===== src/rtl/fan_duty_sequencer.sv =====
// fan_duty_sequencer: selects fan level (manual steps or filtered DHT11 auto
// mode), maps level to a duty target and soft-ramps the duty fed to the PWM.
module fan_duty_sequencer #(
  parameter int unsigned SYS_FREQ     = 125,
  parameter int unsigned N            = 12,
  parameter int unsigned RAMP_STEP_US = 1000,
  parameter int unsigned RAMP_INC     = 16,
  parameter int unsigned T_LOW        = 24,
  parameter int unsigned T_STEP       = 2
) (
  input  logic         clk,
  input  logic         reset_p,
  input  logic         fan_en,
  input  logic         mode_btn,
  input  logic         step_btn,
  input  logic         stop_req,
  input  logic [7:0]   temp,
  input  logic         temp_valid,
  input  logic         temp_err,
  output logic [N-1:0] duty,
  output logic [2:0]   level,
  output logic [1:0]   mode,
  output logic         run_e,
  output logic         ramp_busy
);

  localparam int unsigned PRE_W  = (SYS_FREQ > 1) ? $clog2(SYS_FREQ) : 1;
  localparam int unsigned RAMP_W = (RAMP_STEP_US > 1) ? $clog2(RAMP_STEP_US) : 1;
  localparam int unsigned SHL    = (N >= 12) ? N - 12 : 0;
  localparam int unsigned SHR    = (N >= 12) ? 0 : 12 - N;
  localparam logic [N-1:0] INC_N = N'(RAMP_INC);

  typedef enum logic [1:0] {
    S_OFF    = 2'd0,
    S_MANUAL = 2'd1,
    S_AUTO   = 2'd2
  } state_t;

  // Level 1..7 -> 512*level+511 on a 12-bit scale, rescaled to N bits.
  function automatic logic [N-1:0] level_to_duty(input logic [2:0] lvl);
    logic [31:0] base;
    base = (lvl == 3'd0) ? 32'd0 : ((32'(lvl) << 9) + 32'd511);
    return N'((base << SHL) >> SHR);
  endfunction

  // One ramp update: move toward tgt by INC_N, landing exactly on tgt.
  function automatic logic [N-1:0] ramp_next(input logic [N-1:0] cur,
                                             input logic [N-1:0] tgt);
    logic [N-1:0] res;
    res = cur;
    if (cur < tgt) begin
      res = ((tgt - cur) > INC_N) ? (cur + INC_N) : tgt;
    end else if (cur > tgt) begin
      res = ((cur - tgt) > INC_N) ? (cur - INC_N) : tgt;
    end
    return res;
  endfunction

  state_t          state_q, state_d;
  logic [2:0]      level_q, level_d;
  logic [N-1:0]    duty_q, duty_d;
  logic [2:0]      pend_q, pend_d;
  logic            pend_vld_q, pend_vld_d;
  logic            run_e_q, ramp_busy_q;
  logic [PRE_W-1:0]  pre_q, pre_d;
  logic [RAMP_W-1:0] rstep_q, rstep_d;
  logic            us_tick_c, ramp_tick_c;
  logic [8:0]      temp_ext, excess, quot;
  logic [2:0]      cand_c;

  assign duty      = duty_q;
  assign level     = level_q;
  assign mode      = state_q;
  assign run_e     = run_e_q;
  assign ramp_busy = ramp_busy_q;

  // Free-running microsecond prescaler and ramp-interval counter.
  always_comb begin
    us_tick_c   = (pre_q == PRE_W'(SYS_FREQ - 1));
    ramp_tick_c = us_tick_c && (rstep_q == RAMP_W'(RAMP_STEP_US - 1));
    pre_d       = us_tick_c ? '0 : pre_q + PRE_W'(1);
    rstep_d     = rstep_q;
    if (us_tick_c) begin
      rstep_d = ramp_tick_c ? '0 : rstep_q + RAMP_W'(1);
    end
  end

  // Auto candidate level from temperature; 9-bit math so no wrap.
  always_comb begin
    temp_ext = {1'b0, temp};
    excess   = temp_ext - 9'(T_LOW);
    quot     = excess / 9'(T_STEP);
    cand_c   = 3'd1;
    if (temp_ext > 9'(T_LOW)) begin
      cand_c = (quot >= 9'd6) ? 3'd7 : 3'(quot + 9'd1);
    end
  end

  // Next-state: event priority, level selection, auto filter and ramp.
  always_comb begin
    state_d    = state_q;
    level_d    = level_q;
    pend_d     = pend_q;
    pend_vld_d = pend_vld_q;
    duty_d     = duty_q;

    if (ramp_tick_c) begin
      duty_d = ramp_next(duty_q, level_to_duty(level_q));
    end

    if (!fan_en) begin
      state_d    = S_OFF;
      level_d    = 3'd0;
      duty_d     = '0;
      pend_d     = 3'd0;
      pend_vld_d = 1'b0;
    end else if (stop_req) begin
      state_d    = S_OFF;
      level_d    = 3'd0;
      pend_d     = 3'd0;
      pend_vld_d = 1'b0;
    end else if (mode_btn) begin
      pend_d     = 3'd0;
      pend_vld_d = 1'b0;
      unique case (state_q)
        S_OFF: begin
          state_d = S_MANUAL;
          level_d = 3'd1;
        end
        S_MANUAL: state_d = S_AUTO;
        default: begin
          state_d = S_OFF;
          level_d = 3'd0;
        end
      endcase
    end else begin
      unique case (state_q)
        S_MANUAL: begin
          if (step_btn) begin
            level_d = (level_q == 3'd7) ? 3'd1 : level_q + 3'd1;
          end
        end
        S_AUTO: begin
          if (temp_err) begin
            level_d    = 3'd7;
            pend_d     = 3'd0;
            pend_vld_d = 1'b0;
          end else if (temp_valid) begin
            if (cand_c == level_q) begin
              pend_vld_d = 1'b0;
            end else if (pend_vld_q && (pend_q == cand_c)) begin
              level_d    = cand_c;
              pend_vld_d = 1'b0;
            end else begin
              pend_d     = cand_c;
              pend_vld_d = 1'b1;
            end
          end
        end
        default: begin
          state_d = S_OFF;
          level_d = 3'd0;
        end
      endcase
    end
  end

  // State register.
  always_ff @(posedge clk) begin
    if (reset_p) begin
      state_q <= S_OFF;
    end else begin
      state_q <= state_d;
    end
  end

  // Datapath registers; status flags registered from next-state values.
  always_ff @(posedge clk) begin
    if (reset_p) begin
      level_q     <= 3'd0;
      duty_q      <= '0;
      pend_q      <= 3'd0;
      pend_vld_q  <= 1'b0;
      pre_q       <= '0;
      rstep_q     <= '0;
      run_e_q     <= 1'b0;
      ramp_busy_q <= 1'b0;
    end else begin
      level_q     <= level_d;
      duty_q      <= duty_d;
      pend_q      <= pend_d;
      pend_vld_q  <= pend_vld_d;
      pre_q       <= pre_d;
      rstep_q     <= rstep_d;
      run_e_q     <= (level_d != 3'd0) || (duty_d != '0);
      ramp_busy_q <= (duty_d != level_to_duty(level_d));
    end
  end

endmodule

===== config.mk =====
export PLATFORM = sky130hd
export DESIGN_NAME = fan_duty_sequencer
export DESIGN_NICKNAME = d
export VERILOG_FILES = /design/src/rtl/fan_duty_sequencer.sv
export SDC_FILE = /design/constraint.sdc
export NUM_CORES = 1
export LEC_CHECK = 0
export ABC_CLOCK_PERIOD_IN_PS = 5320
export BUFFER_PORTS_ARGS = -buffer_cell sky130_fd_sc_hd__buf_2
export CAP_MARGIN = 30
export CORE_ASPECT_RATIO = 0.75
export CORE_UTILIZATION = 45
export CTS_CLUSTER_DIAMETER = 120
export DETAILED_ROUTE_END_ITERATION = 10
export PLACE_DENSITY = 0.6
export SYNTH_ARGS = -nofsm -noshare
export SYNTH_HDL_FRONTEND = slang
export SYNTH_SLANG_ARGS = --single-unit

===== constraint.sdc =====
create_clock -name clk -period 5.32 [get_ports clk]
set_clock_uncertainty 0.05 [all_clocks]
set_input_delay 0.266 -clock clk [delete_from_list [all_inputs] [get_ports clk]]
set_output_delay 0.266 -clock clk [all_outputs]
set_load 0.1 [all_outputs]

== Word-level counts from Yosys, hierarchy flattened ==
Index checks and enable logic that the tools add are counted.
Word-level totals
  bits in registers: 40
  bits of input ports: 16
  output and inout port bits: 19
  word-level logic and storage cells: 86
Operators by class
  $add $sub $neg: 11
  order comparisons: 6
  equal/unequal tests: 11
  muxes and demuxes: 33
  bitwise gates (word level): 1
  reductions and logical operators: 15
Operators by type and width (count)
  two-way mux 12 bit: 8
  two-way mux 3 bit: 15
  adder 12 x 9 -> 12 bit (second input constant): 2
  > comparator 12 x 5 -> 1 bit (second input constant): 2
  subtractor 12 bit: 2
  adder 12 x 5 -> 12 bit (second input constant): 1
  > comparator 12 bit: 1
  less-than comparator 12 bit: 1
  inequality test 12 bit: 1
  case mux 3 bit (2 select lines): 2
  nonzero test 12 bit: 1
  subtractor 12 x 5 -> 12 bit (second input constant): 1
  adder 10 x 1 -> 10 bit (second input constant): 1
  equality test 10 bit (second input constant): 1
  two-way mux 10 bit: 1
  subtractor 8 x 5 -> 9 bit (second input constant): 1
  greater-or-equal comparator 8 x 3 -> 1 bit (second input constant): 1
  > comparator 8 x 5 -> 1 bit (second input constant): 1
  adder 7 x 1 -> 7 bit (second input constant): 1
  equality test 7 bit (second input constant): 1
  adder 3 x 1 -> 3 bit (second input constant): 2
  equality test 3 bit: 2
  zero test 3 bit: 2
  two-way mux 1 bit: 4
  other kinds (18): 22

== Depth between registers and ports, before layout ==
Gate-level depths: netlist (run 1).
  depth after elaboration: 17
  mapped depth: 19

== Least setup slack after synthesis (run 1) ==
OpenSTA, ideal clock, no wires.
  path kind: register -> register
  start point: reg level_q[0], in the netlist level[0]
  end point: reg ramp_busy_q, in the netlist ramp_busy
  data arrival time: 5189 ps
  slack: -14 ps
  stages on the path, launching flop included: 19
  period minus slack after synthesis: 5334 ps
  path through: dfxtp_1 -> inv_1 -> ha_1 -> nand2_1 -> inv_1 -> ha_1 -> inv_1 -> fa_1 -> nor2b_1 -> nand2_1 -> o311ai_0 -> o32a_1 -> o2111a_1 -> nand3_2 -> mux2i_1 -> a31oi_1 -> nor4_1 -> or4b_1 -> o311ai_1
Between the ends
  word-level cells in the longest chain between the ends: 11
  elaborated cells on any way between the ends: 33
  classes of those cells: add/sub: 5; order compare: 4; eq/ne: 3; mux: 19; reduce/logical: 2
Ends and longest elaborated chain
  start: declaration: RTL line 60  | logic [2:0] level_q, level_d;
  start signal: assignment: RTL line 189  | level_q <= level_d;
  branches (longest 10 deep; another with adder 12 x 9 -> 12 bit)
  inequality test 12 bit *: RTL line 196  | ramp_busy_q <= (duty_d != level_to_duty(level_d));
  end signal: assignment: RTL line 196
  end: declaration: RTL line 64  | logic run_e_q, ramp_busy_q;
Mark *: on every way between the ends.
A chain may end at the register's enable or synchronous reset.

== Worst setup path after layout (run 1) ==
  start point: reg level_q[2], in the netlist level[2]
  end point: reg ramp_busy_q, in the netlist ramp_busy
The elaborated chain is that of the path after synthesis.

==> qor.csv, run 1 <==
stage,metric,value,unit
run_status,status,completed,
sta,slew_headroom,53.42,%
clock_network,root_buffer,clkbuf_16,
power_and_ir_drop,vdd_ir_drop_max,139.4,uV
route,wire_per_inst,17.80,um
sta,fin_crit_sh,95.11,%
route,drtIter0Drc,525,
clock_network,htree_levels,2,
clock_network,ctsHoldBuffers,0,
placement,dp_hpwl,9.959,mm
floorplanning,die_x,114.8,um
global_route,grt_pass1_vias,4013,
synth,ys_seq_area_share,18.64,%
clock_network,ctsLongestPathBuffers,2,
clock_network,clock_latency,290,ps
cells_and_area,fillerInstances,919,
cells_and_area,final_cells,725,
global_route,grtUsageMet2,37.36,%
global_route,overflow,0,
setup_path,cp-end-kind,register,
synth,synthArstFlopShare,0,%
clock_network,clk_pin_slew,60,ps
setup_path,critPathArrivalTime,5210,ps
route,wl,12.90,mm
synth,synth_top_cell_area_share,18.64,%
clock_network,cts_tree,built,
power_and_ir_drop,cellLeakagePower,1.961,nW
global_route,global_route.usage.met1,39.77,%
synth,synth_cells,571,
setup_path,cp_max_fo,18,
cells_and_area,syn_to_final_growth,10.20,%
cells_and_area,diodes,0,
clock_network,cts_buffers,5,
global_route,grt_pass1_wl,20.67,mm
synth,synth-adder-area-share,11.83,%
global_route,grt_use_total,26.58,%
sta,slew_viol_final,0,
route,routed_via_density,6.189,
global_route,met3_usage,7.902,%
floorplanning,die_area,9944,um^2
clock_network,ctsResizeCount,0,
synth,synth_warnings,0,
floorplanning,fp.coreArea,9159,um^2
floorplanning,initial_core_util,46.90,%
synth,synthSimpleGateAreaFrac,27.59,%
setup_path,critPathKind,register to register,
synth,synth_xor_area_share,7.515,%
synth,syn_nets,627,
placement,dp.cells,717,
setup_path,reg2reg_slack,260,ps
synth,netlist_area,4295,um^2
run,max_cap_viol_count,0,
sta,setup_viol,0,
min_path,hp-class,primary input to register,
synth,synth_top_family_by_area,simple AND/OR/NAND/NOR gates,
sta,min_period,5060,ps
route,first_pass_iters,5,
sta,setup_tns,0,ps
synth,muxShareOfSynthArea,1.864,%
route,ant_nets,0,
synth,ys_ff_latch,40,
synth,ys_top_cells_by_area,"dfxtp_1, ha_1, nor2_1, a21oi_1, xnor2_1",
clock_network,clock_sinks,40,
global_route,grt_max_degree,21,
cells_and_area,drive_above_1_share,11.22,%
synth,synth_area_leader_cell,dfxtp_1,
floorplanning,ios,35,
global_route,grt_busiest_layer,met1,
floorplanning,die_h,86.61,um
sta,grt_setup_unrepaired,false,
synth,syn_area_per_cell,7.523,um^2
placement,gp_congestion,0.9389,
power_and_ir_drop,power_density,183.1,nW/um^2
clock_network,cts_setup_buffers,0,
route,num_vias,4487,
sta,max_freq,0.1976,GHz
sta,tightestPinTransition,692.9,ps
setup_path,cp_data_required_time,5470,ps
cells_and_area,nets,652,
synth,ys_types,80,
floorplanning,rows,30,
synth,synth-main-ff-cell,dfxtp_1,
route,drc,0,
global_route,antenna_found_initial,0,
placement,port_buffers,34,
sta,hold_viol,0,
synth,synth_edf_count,0,
synth,synth_compound_area_share,26.33,%
setup_path,startpoint_type,register,
critical path, stage by stage (launching register included):
cell and delay (ps):
dfxtp_1 560, inv_1 150, nand2_1 100, buf_4 240
ha_1 500, nand4_1 320, a21o_1 300, and4_1 200
o311ai_0 540, a211o_1 390, or2_1 390, a211oi_2 120
a31oi_1 370, nor4_1 110, or4b_1 530, o311ai_1 80
cells in the final DEF, fill, tap and decap left out, drive strengths merged, types with 9 or more instances in the layout:
cell	synthesis	final
a31oi	13	13
o21ai	25	25
or3	9	9
nand2b	10	10
nand3	31	31
a21oi	38	38
buf	9	43
nor2	55	55
a211oi	9	9
xor2	16	16
inv	36	37
nor4	10	10
and3	9	9
xnor2	20	20
nor3	24	24
dfxtp	40	40
nand4	14	14
nand2	33	33
ha	39	39
worst paths after layout:
kind                                              to  cells after the start                start
worst max register to register  ramp_busy$_SDFF_PP0_                     15  level[2]$_SDFF_PP0_
worst min register to register   pre_q[0]$_SDFF_PP0_                      1  pre_q[0]$_SDFF_PP0_
worst max-delay path            ramp_busy$_SDFF_PP0_                     15  level[2]$_SDFF_PP0_
worst min-delay path            mode[0]$_SDFFE_PP0P_                      3             mode_btn
synthesized netlist by cell type (all sizes together) (8+ instances only):
cell / instances
dfxtp: 40
xnor2: 20
clkbuf: 16
xor2: 16
a21o: 8
o21ai: 25
nor4: 10
a211oi: 9
mux2i: 8
and3: 9
or3: 9
nand2b: 10
a31oi: 13
nand3: 31
a21oi: 38
nand2: 33
nor3: 24
inv: 36
nor2: 55
ha: 39
buf: 9
nand4: 14
final cells by class:
type | count | area, um^2 | area share, %
flip-flops and latches | 40 | 802.0 | 16.94
well taps | 128 | 160.2 | 3.384
multi-input cells | 470 | 3227 | 68.17
clock inverters | 3 | 46.29 | 0.9781
inverters | 36 | 135.1 | 2.855
clock buffers | 5 | 125.1 | 2.643
repair buffers | 43 | 237.7 | 5.022
per-stage QoR:
| step | setup WS, ps | cell area [um^2] | hold slack [ps] | util [%] | total power, W |
|---|---|---|---|---|---|
| after global placement | 575.3 | 4562 | 412.9 | 49.81 | 0.0005113 |
| after global routing | 76.23 | 4733 | 324.4 | 51.68 | 0.0009053 |
| after detailed placement | 526.4 | 4562 | 424.7 | 49.81 | 0.0005113 |
| after floorplan | 57.39 | 4297 | 356.8 | - | 0.0004584 |
| final | 260.0 | 4733 | 272.6 | 51.68 | 0.0008669 |
| after CTS | 476.8 | 4733 | 265.5 | 51.68 | 0.0008653 |
flip-flops by register name (all words and copies together), names as in the netlist:
signal      count
duty           12
rstep_q        10
pre_q           7
level           3
pend_q          3
mode            2
pend_vld_q      1
ramp_busy       1
run_e           1
kinds of logic after synthesis:
| kind of cell | after synthesis |
|---|---|
| simple gates | 226 |
| fa+ha+maj | 40 |
| buf+inv | 61 |
| compound gates | 160 |
| xor+xnor | 36 |
| flops | 40 |
| mux | 8 |
where the power goes:
part / internal (W) / total (W) / switching (W)
sequential: 0.000302 / 0.000305 / 0.00000293
combinational: 0.0000728 / 0.000208 / 0.000135
clock: 0.000223 / 0.000354 / 0.000131
metal layers:
metal	vias to the layer above	wire [um]
li1	2171	-
met5	-	0
met1	2091	6374
met2	215	5077
met4	0	76
met3	10	1374
No activity file was read; power rests on OpenSTA's default activity.
==> inputs of run 2 (changes only) <==
--- a/config.mk
+++ b/config.mk
@@ -14,2 +14,3 @@
 export DETAILED_ROUTE_END_ITERATION = 10
+export GPL_TIMING_DRIVEN = 0
 export PLACE_DENSITY = 0.6
--- a/constraint.sdc
+++ b/constraint.sdc
@@ -4,2 +4,2 @@
 set_output_delay 0.266 -clock clk [all_outputs]
-set_load 0.1 [all_outputs]
+set_load 0.01 [all_outputs]
==> run 2 against run 1 <==
Compared with the run above: largest power group unchanged; sequential share of layout area decreased by 0.45 points; setup slack improved by 25 ps; die area unchanged; clock-buffer cell count increased by 1; via count increased by 1.1%; total power decreased by 0.28%.
==> qor.csv, run 2 (synthesized netlist as in run 1, its figures left out) <==
stage,metric,value,unit,change
sta,setup_viol,0,,unchanged
global_route,grt_max_degree,20,,-4.8%
route,ant_nets,0,,unchanged
setup_path,cp_data_required_time,5460,ps,about the same
setup_path,cp-end-kind,register,,
setup_path,crit_family,compound AO/OA/AOI/OAI gates,,
global_route,overflow,0,,unchanged
global_route,grt_pass1_vias,4042,,+0.72%
clock_network,htree_levels,2,,unchanged
sta,max_freq,0.1986,GHz,+0.50%
floorplanning,ios,35,,unchanged
clock_network,root_buffer,clkbuf_16,,
setup_path,critPathSlowestCell,or4b_1,,
min_path,hp-class,primary input to register,,
cells_and_area,layout_commonest_cell,nor2_1,,
clock_network,clock_latency,290,ps,about the same
sta,min_period,5035,ps,-24.99 ps
sta,tightestPinTransition,1082,ps,+389.0 ps
setup_path,crit_chain,inv_1 -> ha_1 -> nand2_4 -> clkinvlp_4 -> ha_1 -> inv_1 -> fa_1 -> nor2b_1 -> nand2_1 -> o311ai_0 -> o32a_1 -> o2111a_1 -> a32o_1 -> o221ai_2 -> a21oi_1 -> and4b_1 -> or4b_1 -> o311ai_1,,
route,routed_via_density,6.108,,-1.3%
floorplanning,die_area,9944,um^2,unchanged
clock_network,ctsHoldBuffers,0,,unchanged
route,drc,0,,unchanged
setup_path,cp_max_fo,19,,+1
cells_and_area,diodes,0,,unchanged
floorplanning,die_h,86.61,um,unchanged
power_and_ir_drop,cellLeakagePower,1.996,nW,+1.8%
placement,placed_area,4621,um^2,+1.3%
placement,gp_congestion,0.9186,,-2.2%
cells_and_area,syn_to_final_growth,12.99,%,
global_route,grt_pass1_wl,20.60,mm,-0.30%
setup_path,critPathArrivalTime,5170,ps,-40 ps
floorplanning,die_x,114.8,um,unchanged
floorplanning,rows,30,,unchanged
setup_path,critPathKind,register to register,,
sta,slew_headroom,27.27,%,-26 points
clock_network,clk_pin_slew,60,ps,about the same
cells_and_area,drive_above_1_share,11.87,%,+0.65 points
route,drtIter0Drc,403,,-23%
floorplanning,initial_core_util,46.90,%,unchanged
route,num_vias,4538,,+1.1%
global_route,antenna_found_initial,0,,unchanged
cells_and_area,nets,670,,+2.8%
route,first_pass_iters,5,,unchanged
route,wire_per_inst,17.10,um,-3.9%
global_route,grt_use_total,26.14,%,-0.44 points
setup_path,startpoint_type,register,,
cells_and_area,largest_reg_flops,12,,unchanged
run,max_cap_viol_count,0,,unchanged
clock_network,cts_tree,built,,
placement,port_buffers,33,,-2.9%
route,wl,12.71,mm,-1.5%
sta,slew_viol_final,0,,unchanged
power_and_ir_drop,vdd_ir_drop_max,170.7,uV,+22%
cells_and_area,fillerInstances,944,,+2.7%
clock_network,cts_buffers,5,,unchanged
power_and_ir_drop,power_density,178.1,nW/um^2,-2.7%
clock_network,clock_sinks,40,,unchanged
cells_and_area,post-route-cell-area,4853,um^2,+2.5%
cells_and_area,final_cell_mix,"nor2_1, dfxtp_1, ha_1",,
setup_path,max_stage_delay,480,ps,-80 ps
sta,hold_viol,0,,unchanged
floorplanning,fp.coreArea,9159,um^2,unchanged
placement,dp_hpwl,9.880,mm,-0.79%
setup_path,cp_num_buf_inv,3,,+1
run_status,status,completed,,
sta,grt_setup_unrepaired,false,,
sta,setup_tns,0,ps,unchanged
sta,fin_crit_sh,94.64,%,-0.47 points
clock_network,ctsLongestPathBuffers,2,,unchanged
==> run 2: cell count changes in the layout (fill, tap and decap cells not counted), sizes merged <==
| cell | before | now |
|---|---|---|
| inv | 37 | 35 |
| buf | 43 | 45 |
| clkbuf | 5 | 22 |
| clkinv | 0 | 1 |
==> run 2: through the flow <==
step	instances	setup WS, ps	hold slack [ps]	util, %	total power (W)
6_report	743	284.9	288.8	52.99	0.0008645
5_1_grt	743	0.07505	307.6	52.99	0.0009034
4_1_cts	743	56.20	288.1	52.70	0.0008620
3_5_place_dp	732	-386.5	419.9	50.45	0.0005042
3_3_place_gp	732	-426.4	409.6	50.45	0.0005034
2_1_floorplan	571	695.0	356.8	-	0.0004514
==> run 2: routing by layer <==
metal	vias to the layer above	GRT usage, %	part of all wire [%]
li1	2208	-	-
met2	185	36.20	39
met5	-	0	0
met4	0	3.660	0.43
met3	8	7.483	8.7
met1	2137	39.99	52
==> run 2: timing repair <==
action                                  in CTS  in global routing
endpoints found under the hold margin        0                  0
gates cloned                                 0                  0
endpoints found under the setup margin       2                  2
gates resized for setup                      2                  7
setup buffers                                3                  0
==> run 2: report_power, final <==
| group | internal (W) | switching [W] |
|---|---|---|
| Sequential | 0.000303 | 0.00000285 |
| Clock | 0.000235 | 0.000122 |
| Combinational | 0.0000726 | 0.000130 |
| Total | 0.000610 | 0.000255 |
==> run 2: worst reg2reg max path, stage by stage (launching register included) <==
cell        delay [ps]
dfxtp_1            470
inv_1              140
ha_1               260
nand2_4            240
clkinvlp_4         230
ha_1               250
inv_1               70
fa_1               400
nor2b_1            220
nand2_1             70
o311ai_0           350
o32a_1             300
o2111a_1           420
a32o_1             240
o221ai_2           110
a21oi_1            330
and4b_1            240
or4b_1             480
o311ai_1            90
==> run 2: final cells by class <==
cell class | count | area (um^2) | area share, %
Clock inverter | 2 | 38.79 | 0.7992
Tap cell | 128 | 160.2 | 3.300
Multi-Input combinational cell | 470 | 3254 | 67.05
Clock buffer | 6 | 138.9 | 2.862
Inverter | 36 | 138.9 | 2.862
Timing Repair Buffer | 36 | 187.7 | 3.867
Buffer | 25 | 133.9 | 2.758
Sequential cell | 40 | 800.8 | 16.50
==> run 2: path summary, 6_finish.rpt <==
check                           from                       to  slack, ps  cells after the start
max              level[0]$_SDFF_PP0_     ramp_busy$_SDFF_PP0_        280                     18
min                           fan_en         run_e$_SDFF_PP0_        290                      3
max reg2reg      level[0]$_SDFF_PP0_     ramp_busy$_SDFF_PP0_        280                     18
min reg2reg  rstep_q[1]$_SDFFE_PP0P_  rstep_q[1]$_SDFFE_PP0P_        430                      2
